$ cat config.mk
export PLATFORM = sky130hd
export DESIGN_NAME = rgb_fade_seq
export DESIGN_NICKNAME = d
export VERILOG_FILES = /design/src/rtl/rgb_fade_seq.sv
export SDC_FILE = /design/constraint.sdc
export NUM_CORES = 1
export LEC_CHECK = 0
export ABC_AREA = 1
export CAP_MARGIN = 15
export CORE_MARGIN = 3
export CORE_UTILIZATION = 38
export DETAILED_ROUTE_END_ITERATION = 12
export PLACE_DENSITY_LB_ADDON = 0.1
export SETUP_SLACK_MARGIN = 0.2
export SKIP_LAST_GASP = 1
export SYNTH_ARGS = -nofsm -noshare
export SYNTH_HDL_FRONTEND = slang
export SYNTH_SLANG_ARGS = --single-unit
$ cat constraint.sdc
create_clock -name clk100mhz -period 6.9 [get_ports clk100mhz]
set_clock_uncertainty 0.1 [all_clocks]
set_input_delay 1.38 -clock clk100mhz [delete_from_list [all_inputs] [get_ports clk100mhz]]
set_output_delay 1.38 -clock clk100mhz [all_outputs]
set_load 0.02 [all_outputs]
$ cat src/rtl/rgb_fade_seq.sv
// rgb_fade_seq: steps through a fixed 7-colour palette and linearly
// crossfades between neighbouring entries. The registered 8-bit R/G/B levels
// feed the downstream LED PWM stage. lvl_upd flags every level write.
//
// state | meaning
// ------+-------------------------------------------------------------
// HOLD  | current palette colour shown; count HOLD_STEPS step ticks
// FADE  | per tick, alpha += 1 and levels blend toward the next colour
module rgb_fade_seq #(
    parameter int STEP_DIV   = 390625,
    parameter int HOLD_STEPS = 256
) (
    input  logic       clk100mhz,
    input  logic       rst,
    input  logic       enable,
    input  logic       hold_only,
    input  logic       skip,
    output logic [7:0] red_lvl,
    output logic [7:0] green_lvl,
    output logic [7:0] blue_lvl,
    output logic [2:0] color_idx,
    output logic       lvl_upd
);

    localparam int PW = $clog2(STEP_DIV);
    localparam int HW = $clog2(HOLD_STEPS + 1);
    localparam logic [PW-1:0] PRESC_LAST = PW'(STEP_DIV - 1);
    localparam logic [HW-1:0] HOLD_LAST  = HW'(HOLD_STEPS - 1);

    typedef enum logic {S_HOLD = 1'b0, S_FADE = 1'b1} state_t;

    // Palette entries packed as {R,G,B}; index 7 is unreachable.
    function automatic logic [23:0] palette(input logic [2:0] i);
        case (i)
            3'd0:    palette = {8'd255, 8'd0,   8'd0};
            3'd1:    palette = {8'd255, 8'd128, 8'd0};
            3'd2:    palette = {8'd255, 8'd255, 8'd0};
            3'd3:    palette = {8'd0,   8'd255, 8'd0};
            3'd4:    palette = {8'd0,   8'd0,   8'd255};
            3'd5:    palette = {8'd102, 8'd0,   8'd255};
            3'd6:    palette = {8'd128, 8'd0,   8'd128};
            default: palette = {8'd255, 8'd0,   8'd0};
        endcase
    endfunction

    function automatic logic [2:0] next_idx(input logic [2:0] i);
        next_idx = (i == 3'd6) ? 3'd0 : i + 3'd1;
    endfunction

    // (a*(256-alpha) + b*alpha) >> 8, truncated; the sum never exceeds 65280.
    function automatic logic [7:0] mix(input logic [7:0] a, input logic [7:0] b,
                                       input logic [7:0] alpha);
        logic [16:0] pa, pb, s;
        pa  = 17'(a) * (17'd256 - 17'(alpha));
        pb  = 17'(b) * 17'(alpha);
        s   = pa + pb;
        mix = s[15:8];
    endfunction

    state_t         state_q, state_d;
    logic [PW-1:0]  presc_q, presc_d;
    logic [HW-1:0]  hold_q, hold_d;
    logic [7:0]     alpha_q, alpha_d;
    logic [2:0]     idx_q, idx_d;
    logic [7:0]     red_q, red_d, green_q, green_d, blue_q, blue_d;
    logic           upd_q, upd_d;

    logic           tick, do_skip, hold_done, fade_done;
    logic [2:0]     nxt;
    logic [23:0]    pal_a, pal_b;
    logic [7:0]     alpha_inc;

    assign tick      = enable && (presc_q == PRESC_LAST);
    assign do_skip   = enable && skip;
    assign hold_done = tick && (state_q == S_HOLD) && (hold_q == HOLD_LAST);
    assign fade_done = tick && (state_q == S_FADE) && (alpha_q == 8'hFF);
    assign nxt       = next_idx(idx_q);
    assign pal_a     = palette(idx_q);
    assign pal_b     = palette(nxt);
    assign alpha_inc = alpha_q + 8'd1;

    // State and datapath registers; reset forces outputs without a clock.
    always_ff @(posedge clk100mhz or negedge rst) begin
        if (!rst) begin
            state_q <= S_HOLD;
            presc_q <= '0;
            hold_q  <= '0;
            alpha_q <= 8'd0;
            idx_q   <= 3'd0;
            red_q   <= 8'd255;
            green_q <= 8'd0;
            blue_q  <= 8'd0;
            upd_q   <= 1'b0;
        end else begin
            state_q <= state_d;
            presc_q <= presc_d;
            hold_q  <= hold_d;
            alpha_q <= alpha_d;
            idx_q   <= idx_d;
            red_q   <= red_d;
            green_q <= green_d;
            blue_q  <= blue_d;
            upd_q   <= upd_d;
        end
    end

    // Next-state selection; skip overrides any coincident tick.
    always_comb begin
        state_d = state_q;
        if (do_skip) begin
            state_d = S_HOLD;
        end else if (hold_done && !hold_only) begin
            state_d = S_FADE;
        end else if (fade_done) begin
            state_d = S_HOLD;
        end
    end

    // Counters, palette index and level updates for the current edge.
    always_comb begin
        presc_d = presc_q;
        hold_d  = hold_q;
        alpha_d = alpha_q;
        idx_d   = idx_q;
        red_d   = red_q;
        green_d = green_q;
        blue_d  = blue_q;
        upd_d   = 1'b0;

        if (enable) begin
            presc_d = tick ? '0 : presc_q + PW'(1);
        end

        if (do_skip) begin
            presc_d = '0;
            hold_d  = '0;
            alpha_d = 8'd0;
            idx_d   = nxt;
            {red_d, green_d, blue_d} = pal_b;
            upd_d   = 1'b1;
        end else if (tick) begin
            if (state_q == S_HOLD) begin
                if (hold_q == HOLD_LAST) begin
                    hold_d  = '0;
                    alpha_d = 8'd0;
                    if (hold_only) begin
                        idx_d = nxt;
                        {red_d, green_d, blue_d} = pal_b;
                        upd_d = 1'b1;
                    end
                end else begin
                    hold_d = hold_q + HW'(1);
                end
            end else begin
                upd_d = 1'b1;
                if (alpha_q == 8'hFF) begin
                    alpha_d = 8'd0;
                    idx_d   = nxt;
                    {red_d, green_d, blue_d} = pal_b;
                end else begin
                    alpha_d = alpha_inc;
                    red_d   = mix(pal_a[23:16], pal_b[23:16], alpha_inc);
                    green_d = mix(pal_a[15:8],  pal_b[15:8],  alpha_inc);
                    blue_d  = mix(pal_a[7:0],   pal_b[7:0],   alpha_inc);
                end
            end
        end
    end

    assign red_lvl   = red_q;
    assign green_lvl = green_q;
    assign blue_lvl  = blue_q;
    assign color_idx = idx_q;
    assign lvl_upd   = upd_q;

endmodule

=== Word-level counts from Yosys, hierarchy flattened ===
Cells that the tools add are included.

* Output and inout port bits: 28
* Memories kept: 0
* Latch bits: 0
* Memory bits (writable): 0
* Flip-flop bits (word level): 65
* ROM bits: 0
* Input bits: 5

* Reduce and logical (&&, ||, !) cells: 17
* Divide/modulo/power cells: 0
* Equality and inequality tests: 17
* Add/sub/neg operators: 8
* Shift-type cells: 0
* Order comparisons: 0
* Multiply operators: 6
* Muxes and demuxes: 47
* Bitwise logic cells: 1

{| class="wikitable"
|+ Operators by type and width
! cell !! count
|-
| $pmux 24 s6 || 2
|-
| $mux 8 || 23
|-
| $mux 19 || 3
|-
| $add 16x16->16 || 3
|-
| $mul 8x8->16 || 3
|-
| $mux 9 || 4
|-
| $mul 8x17->16 || 2
|-
| $mux 3 || 7
|-
| $add 19x1->19 const B || 1
|-
| $eq 19x19->1 const B || 1
|-
| $eq 3x3->1 const B || 6
|-
| $mul 9x10->16 || 1
|-
| $eq 3x2->1 const B || 4
|-
| $sub 9x8->10 const A || 1
|-
| $add 9x1->9 const B || 1
|-
| $eq 9x8->1 const B || 1
|-
| $reduce_bool 3->1 || 3
|-
| $add 8x1->8 const B || 1
|-
| $eq 8x8->1 const B || 1
|-
| $mux 1 || 8
|-
| $logic_and 1x1->1 || 7
|-
| $eq 3x1->1 const B || 2
|-
| $reduce_and 2->1 || 2
|-
| $reduce_and 4->1 || 1
|-
| other kinds (7) || 8
|}

=== Longest topological paths before layout ===
Gate-level depths: netlist of run 1.

* Word-level depth: 10
* Depth in mapped cells: 35

=== Worst setup path before layout of run 1 ===
OpenSTA, ideal clock, no wires.

* Path kind: flip-flop to flip-flop
* Start point: register alpha_q[0]
* End point: register blue_q[7], in the netlist blue_lvl[7]
* Data arrival time: 6.376 ns
* Library setup time: 0.117 ns
* Clock period less this slack: 6.592 ns
* Required time: 6.683 ns
* Setup slack: 0.308 ns
* Cell stages (with the launch flop): 28
* Path through: dfrtp_1 ha_1 xnor2_2 inv_1 o21ai_0 nand2_1 nor2_1 inv_1 fa_1 inv_1 fa_1 inv_1 fa_1 fa_1 fa_1 inv_1 fa_1 ha_1 a21oi_1 o21ai_0 a21oi_1 nand2_4 a21oi_1 inv_1 nand2_1 nand3_1 nand2_1 nand2_1

* Word-level cells in the longest chain between the ends: 8
* Elaborated cells on any way between the ends: 10

{| class="wikitable"
|+ Ends and longest elaborated chain
! what !! line !! source
|-
| start: declaration || 63 || <nowiki>logic [7:0] alpha_q, alpha_d;</nowiki>
|-
| start signal: assignment || 98 || <nowiki>alpha_q <= alpha_d;</nowiki>
|-
| $add 8x1->8 || 80 || <nowiki>assign alpha_inc = alpha_q + 8'd1;</nowiki>
|-
| $sub 9x8->10 || 54 || <nowiki>pa = 17'(a) * (17'd256 - 17'(alpha));</nowiki>
|-
| $mul 9x10->16 || 54 ||
|-
| $add 16x16->16 || 56 || <nowiki>s = pa + pb;</nowiki>
|-
| $mux 8 (*) || 156 || <nowiki>if (alpha_q == 8'hFF) begin</nowiki>
|-
| $mux 8 (*) || 142 || <nowiki>if (state_q == S_HOLD) begin</nowiki>
|-
| $mux 8 (*) || 141 || <nowiki>end else if (tick) begin</nowiki>
|-
| $mux 8 (*) || 134 || <nowiki>if (do_skip) begin</nowiki>
|-
| end signal: assignment || 102 || <nowiki>blue_q <= blue_d;</nowiki>
|-
| end: declaration || 65 || <nowiki>logic [7:0] red_q, red_d, green_q, green_d, blue_q, blue_d;</nowiki>
|}

Every way passes the cells marked *; elsewhere a longest branch is shown, timed or not. The select of a mux whose other input is x is not followed.
A chain may end at the register's enable or synchronous reset.

=== Worst setup path after layout of run 1 ===
* Start point: register alpha_q[1]
* End point: register red_q[0], in the netlist red_lvl[0]

* Word-level cells in the longest chain between the ends: 8
* Elaborated cells on any way between the ends: 10

{| class="wikitable"
|+ Ends and longest elaborated chain
! what !! line !! source
|-
| $add 8x1->8 || 80 ||
|-
| $sub 9x8->10 || 54 ||
|-
| $mul 8x17->16 || 54 ||
|-
| $add 16x16->16 || 56 ||
|-
| $mux 8 (*) || 156 ||
|-
| $mux 8 (*) || 142 ||
|-
| $mux 8 (*) || 141 ||
|-
| $mux 8 (*) || 134 ||
|-
| end signal: assignment || 100 || <nowiki>red_q <= red_d;</nowiki>
|-
| end: declaration || 65 ||
|}

Marks and branches as above.

==> results of run 1 <==
cell type report:
| class | count | area, um^2 | share of cell area |
|---|---|---|---|
| clock buffers | 10 | 229 | 0.0135 |
| inverters | 492 | 1860 | 0.109 |
| multi-input cells | 1152 | 11600 | 0.684 |
| repair buffers | 112 | 942 | 0.0554 |
| flip-flops and latches | 65 | 1640 | 0.0964 |
| clock inverters | 6 | 67.6 | 0.00397 |
| well taps | 511 | 639 | 0.0376 |
per-stage QoR:
stage / cell area (um^2) / setup WS [ps]
2_1_floorplan: 14700 / 308
4_1_cts: 16400 / 190
5_1_grt: 17000 / 125
3_3_place_gp: 16000 / 120
3_5_place_dp: 16000 / 40.2
6_report: 17000 / 456
cells by family after synthesis:
logic type / after synthesis / share of synthesized area
simple gates: 522 / 0.164
compound gates: 154 / 0.0584
xor+xnor: 31 / 0.0204
fa+ha+maj: 445 / 0.516
flops: 65 / 0.111
buf+inv: 507 / 0.131
how the worst max path moves through the flow:
stage                               end  slack (ps)  cells after the start
2_1_floorplan   blue_lvl[7]$_DFFE_PN0P_         310                     27
3_3_place_gp    blue_lvl[7]$_DFFE_PN0P_         120                     27
3_5_place_dp    blue_lvl[7]$_DFFE_PN0P_          40                     28
4_1_cts          red_lvl[7]$_DFFE_PN1P_         190                     29
5_1_grt        green_lvl[6]$_DFFE_PN0P_         120                     28
6_report         red_lvl[0]$_DFFE_PN1P_         460                     26
worst reg2reg max path, stage by stage, from the launching register on:
cell and delay (ps):
dfrtp_2 420, ha_4 200, nand3_4 100, xor2_2 230, buf_4 170, nand3_4 70
nor2_4 180, xor2_2 210, inv_4 100, nor2_4 130, buf_4 150, fa_1 450
fa_1 570, fa_1 440, fa_1 520, fa_1 490, inv_1 50, fa_1 470
inv_1 40, ha_1 300, a21oi_1 230, o21ai_1 150, inv_1 90, nand2_2 70
xor2_1 160, o21ai_1 190, nand2_1 80
state kept, by name (all words and copies together), names as in the netlist:
name and cells:
blue_lvl 8, state_q 1, color_idx 3, alpha_q 8
presc_q 19, red_lvl 8, green_lvl 8, lvl_upd 1
hold_q 9
layer usage:
metal / vias up / wire length [um] / global-route usage
li1: 5408 / - / -
met3: 37 / 1070 / 0.0170
met1: 5557 / 17400 / 0.271
met2: 155 / 17900 / 0.321
met5: - / 0 / 0
met4: 0 / 1020 / 0.0537
repair_timing:
item | 4_1_cts | 5_1_grt
pin swaps | 1 | 51
setup endpoints to repair | 19 | 24
buffers inserted | 2 | 24
resized for setup | 16 | 105
placed cells by master, fill, tap and decap left out, types with 25 or more instances in the layout:
master | netlist | layout
fa_1 | 271 | 264
nand2_2 | 20 | 25
buf_4 | 2 | 77
nand2_1 | 201 | 195
nor2_1 | 144 | 125
inv_1 | 468 | 460
ha_1 | 174 | 157
a21oi_1 | 86 | 71
nor2_2 | 16 | 25
clkdlybuf4s50_1 | 0 | 31
o21ai_0 | 38 | 29
dfrtp_1 | 57 | 55
nand3_1 | 64 | 63
==> results.cfg, run 1 <==
[status]
status = completed

[setup_path]
r2r_slack_ps = 460
crit_family = adder cells
cp_num_buf_inv = 6
path_class = flip-flop to flip-flop
r2r_end = red_lvl[0]$_DFFE_PN1P_
reg2reg_from = alpha_q[1]$_DFFE_PN0P_
cp-start-kind = flip-flop
reg2reg_depth = 26
cp_slowest_cell = fa_1
end_kind = flip-flop
slowest_delay_ps = 570
cp_max_fo = 4
cp-startpoint = alpha_q[1]$_DFFE_PN0P_
arrival_ps = 6630
crit_top_cell = fa_1
cp.required_ps = 7090

[placement]
gp_congestion = 0.867
hpwl_mm = 31.9
port_buffers = 32
dp.cells = 2306

[drt]
drc = 0
wirelength_mm = 37.3
avgRoutedWirePerCell_um = 15.9
routed_via_density = 4.75
detail_route.iter0.violations = 540
final_antenna_net_count = 0
via_count = 11200
dr.pass1.iters = 5

[yosys]
yosys-top-cells-count = inv_1, fa_1, nand2_1
async_flop_share = 1.00
synth_most_common_cell = inv_1
synthFlopType = dfrtp_1
yosysTopAreaCell = fa_1
syn_nets = 2174
synth_area_leaders = fa_1, ha_1, inv_1
syn_area_um2 = 14700
synth_top_area_share = 0.368
ys_ff_latch = 65
synth_edf_count = 0
avgSynthCellArea_um2 = 8.55
ys_warn_count = 0
yosysUniqueCellTypes = 47
seq_area_frac_synth = 0.111
syn_inst = 1724

[layout]
areaGrowthSynthToFinish_pct = 15.3
nFillCells = 3787
final-instance-count-excl-fill = 2348
layout-drive-gt1-share = 0.151
final_core_util = 0.448
fin_nets = 2282
antenna-diode-count = 0

[floorplanning]
dieArea_um2 = 41200
core_area_um2 = 37900
dieHeight_um = 203
rows = 71
io_pins = 33
die_x_um = 203
start_util = 0.389

[clock_tree]
h-tree-depth = 3
clock_latency_ps = 360
numCtsBuffers = 9
cts_max_path_buffers = 2
cts_tree = done
cts_root_buf = clkbuf_16
numClockSinks = 65
holdBufCountCts = 0
clkSlewWorstSetupHoldPaths_ps = 70

[timing]
fmax_mhz = 155
finalSetupTns_ps = 0
whs_ps = 370
tightestPinTransition_ps = 930
rsz0062_at_grt = true
min_period_over_period = 0.934
hold_violations = 0
maxSlewHeadroom = 0.380
fin_crit_ps = 6440
slew_viol_final = 0
setup_viol = 0

[grt]
grt_antenna_before_repair = 0
grt_start_max_net_pins = 66
grt_pass1_wl_mm = 62.7
gr-total-overflow = 0
grt_pass1_vias = 11900
grt_use_total = 0.193

[flow_run]
cap_violations = 0

[min_path]
worstHoldEndpoint = red_lvl[6]$_DFFE_PN1P_
min_from = red_lvl[6]$_DFFE_PN1P_
min_path_type = flip-flop to flip-flop
holdPathStages = 2
Power of run 1 is not shown: default switching activity piles up to over one toggle a cycle in this logic, so the estimate is an artifact.
==> run 2, diff against run 1 <==
==> constraint.sdc (replaced) <==
create_clock -name clk100mhz -period 6.8 [get_ports clk100mhz]
set_clock_uncertainty 0.1 [all_clocks]
set_input_delay 1.36 -clock clk100mhz [delete_from_list [all_inputs] [get_ports clk100mhz]]
set_output_delay 1.36 -clock clk100mhz [all_outputs]
set_load 0.02 [all_outputs]
==> run 2 against run 1 <==
- global-route usage about the same
- maximum frequency is 0.32% higher
- sequential cell count is the same
- cell area grew 2.4%
- core utilization increased by 1.1 points
- clock-buffer cell count unchanged
- setup slack lost 80 ps
- first-iteration DRC count shrank 2.0%
- critical path type unchanged
- highest routed layer unchanged
==> results.cfg, run 2 (synthesis gave the netlist of run 1 again) <==
[grt]
gr-total-overflow = 0
grt_use_total = 0.193
grt_pass1_vias = 11900
grt_pass1_wl_mm = 63.0
grt_start_max_net_pins = 66
grt_antenna_before_repair = 0

[timing]
fin_crit_ps = 6420
slew_viol_final = 0
rsz0062_at_grt = true
setup_viol = 0
whs_ps = 366
min_period_over_period = 0.945
fmax_mhz = 156
tightestPinTransition_ps = 915
hold_violations = 0
maxSlewHeadroom = 0.390

[layout]
largest_register_ffs = 19
nFillCells = 3837
register_area_um2 = 1640
multi_input_area_um2 = 11800
top_register = presc_q
antenna-diode-count = 0
areaGrowthSynthToFinish_pct = 18.0
largest_registers = presc_q (19), hold_q (9)
final_cell_mix = inv_1, fa_1, nand2_1
layout_commonest_cell = inv_1
fin_nets = 2305
layout-drive-gt1-share = 0.185

[drt]
via_count = 11200
wirelength_mm = 37.8
final_antenna_net_count = 0
drc = 0
avgRoutedWirePerCell_um = 15.9
detail_route.iter0.violations = 529
routed_via_density = 4.73
dr.pass1.iters = 5

[placement]
gp_congestion = 0.858
port_buffers = 32
hpwl_mm = 32.2

[setup_path]
end_kind = flip-flop
cp.required_ps = 6980
path_class = flip-flop to flip-flop
cp-start-kind = flip-flop
slowest_delay_ps = 580
crit_top_cell = fa_1
arrival_ps = 6610
cp_slowest_cell = fa_2
cp_max_fo = 6

[min_path]
min_path_type = flip-flop to flip-flop

[clock_tree]
cts_root_buf = clkbuf_16
clkSlewWorstSetupHoldPaths_ps = 60
clock_latency_ps = 360
cts_max_path_buffers = 2
numClockSinks = 65
cts_tree = done
numCtsBuffers = 9
holdBufCountCts = 0
h-tree-depth = 3

[floorplanning]
start_util = 0.389
dieArea_um2 = 41200
die_x_um = 203
io_pins = 33
core_area_um2 = 37900
rows = 71
dieHeight_um = 203

[status]
status = completed

[flow_run]
cap_violations = 0
## run 2: worst max-delay path: cells and delay by family, from the launching register on
family | cells | cell delay [ps]
buffers and inverters | 3 | 200
XOR/XNOR | 2 | 340
adder cells (fa/ha/maj) | 8 | 3490
flip-flops | 1 | 430
AND/OR/NAND/NOR | 10 | 1240
AO/OA/AOI/OAI | 4 | 550
## run 2: routing by layer
metal,global-route usage,vias up,share of wire
met1,0.270,5618,0.47
met5,0,-,0
met3,0.0144,37,0.017
met2,0.333,100,0.50
met4,0.0366,0,0.017
li1,-,5466,-
## run 2: final cells by class
class / count / share of cell area
multi-input combinational: 1152 / 0.680
inverter: 492 / 0.107
sequential: 65 / 0.0942
timing repair buffer: 135 / 0.0635
tap: 511 / 0.0367
clock buffer: 10 / 0.0137
clock inverter: 6 / 0.00518
## run 2: final timing paths
path	from	end	slack, ps	cells after the start
setup reg to reg	alpha_q[0]$_DFFE_PN0P_	blue_lvl[5]$_DFFE_PN0P_	380	27
hold reg to reg	red_lvl[1]$_DFFE_PN1P_	red_lvl[1]$_DFFE_PN1P_	370	2
max in group asynchronous	rst	alpha_q[2]$_DFFE_PN0P_	4910	1
hold / removal	red_lvl[1]$_DFFE_PN1P_	red_lvl[1]$_DFFE_PN1P_	370	2
setup / recovery	alpha_q[0]$_DFFE_PN0P_	blue_lvl[5]$_DFFE_PN0P_	380	27
min in group asynchronous	rst	presc_q[3]$_DFFE_PN0P_	1040	1
## run 2: stage by stage
stage                     setup WS (ps)  TNS, ps  utilization  cell area [um^2]  cells
after floorplan                     208        0            -             14700   1724
after global placement              126        0        0.425             16100   2317
after detailed placement          -48.0    -99.1        0.425             16100   2317
after CTS                           209        0        0.436             16500   2337
after global routing               66.6        0        0.459             17400   2371
final                               376        0        0.459             17400   2371
## run 2: what timing repair did
item                                    CTS  global route
cloned                                    0             0
resized for setup                        23           165
pin swaps                                 4            80
setup buffers                             4            34
endpoints found under the setup margin   21            24
Power of run 2 is left out for the same reason.
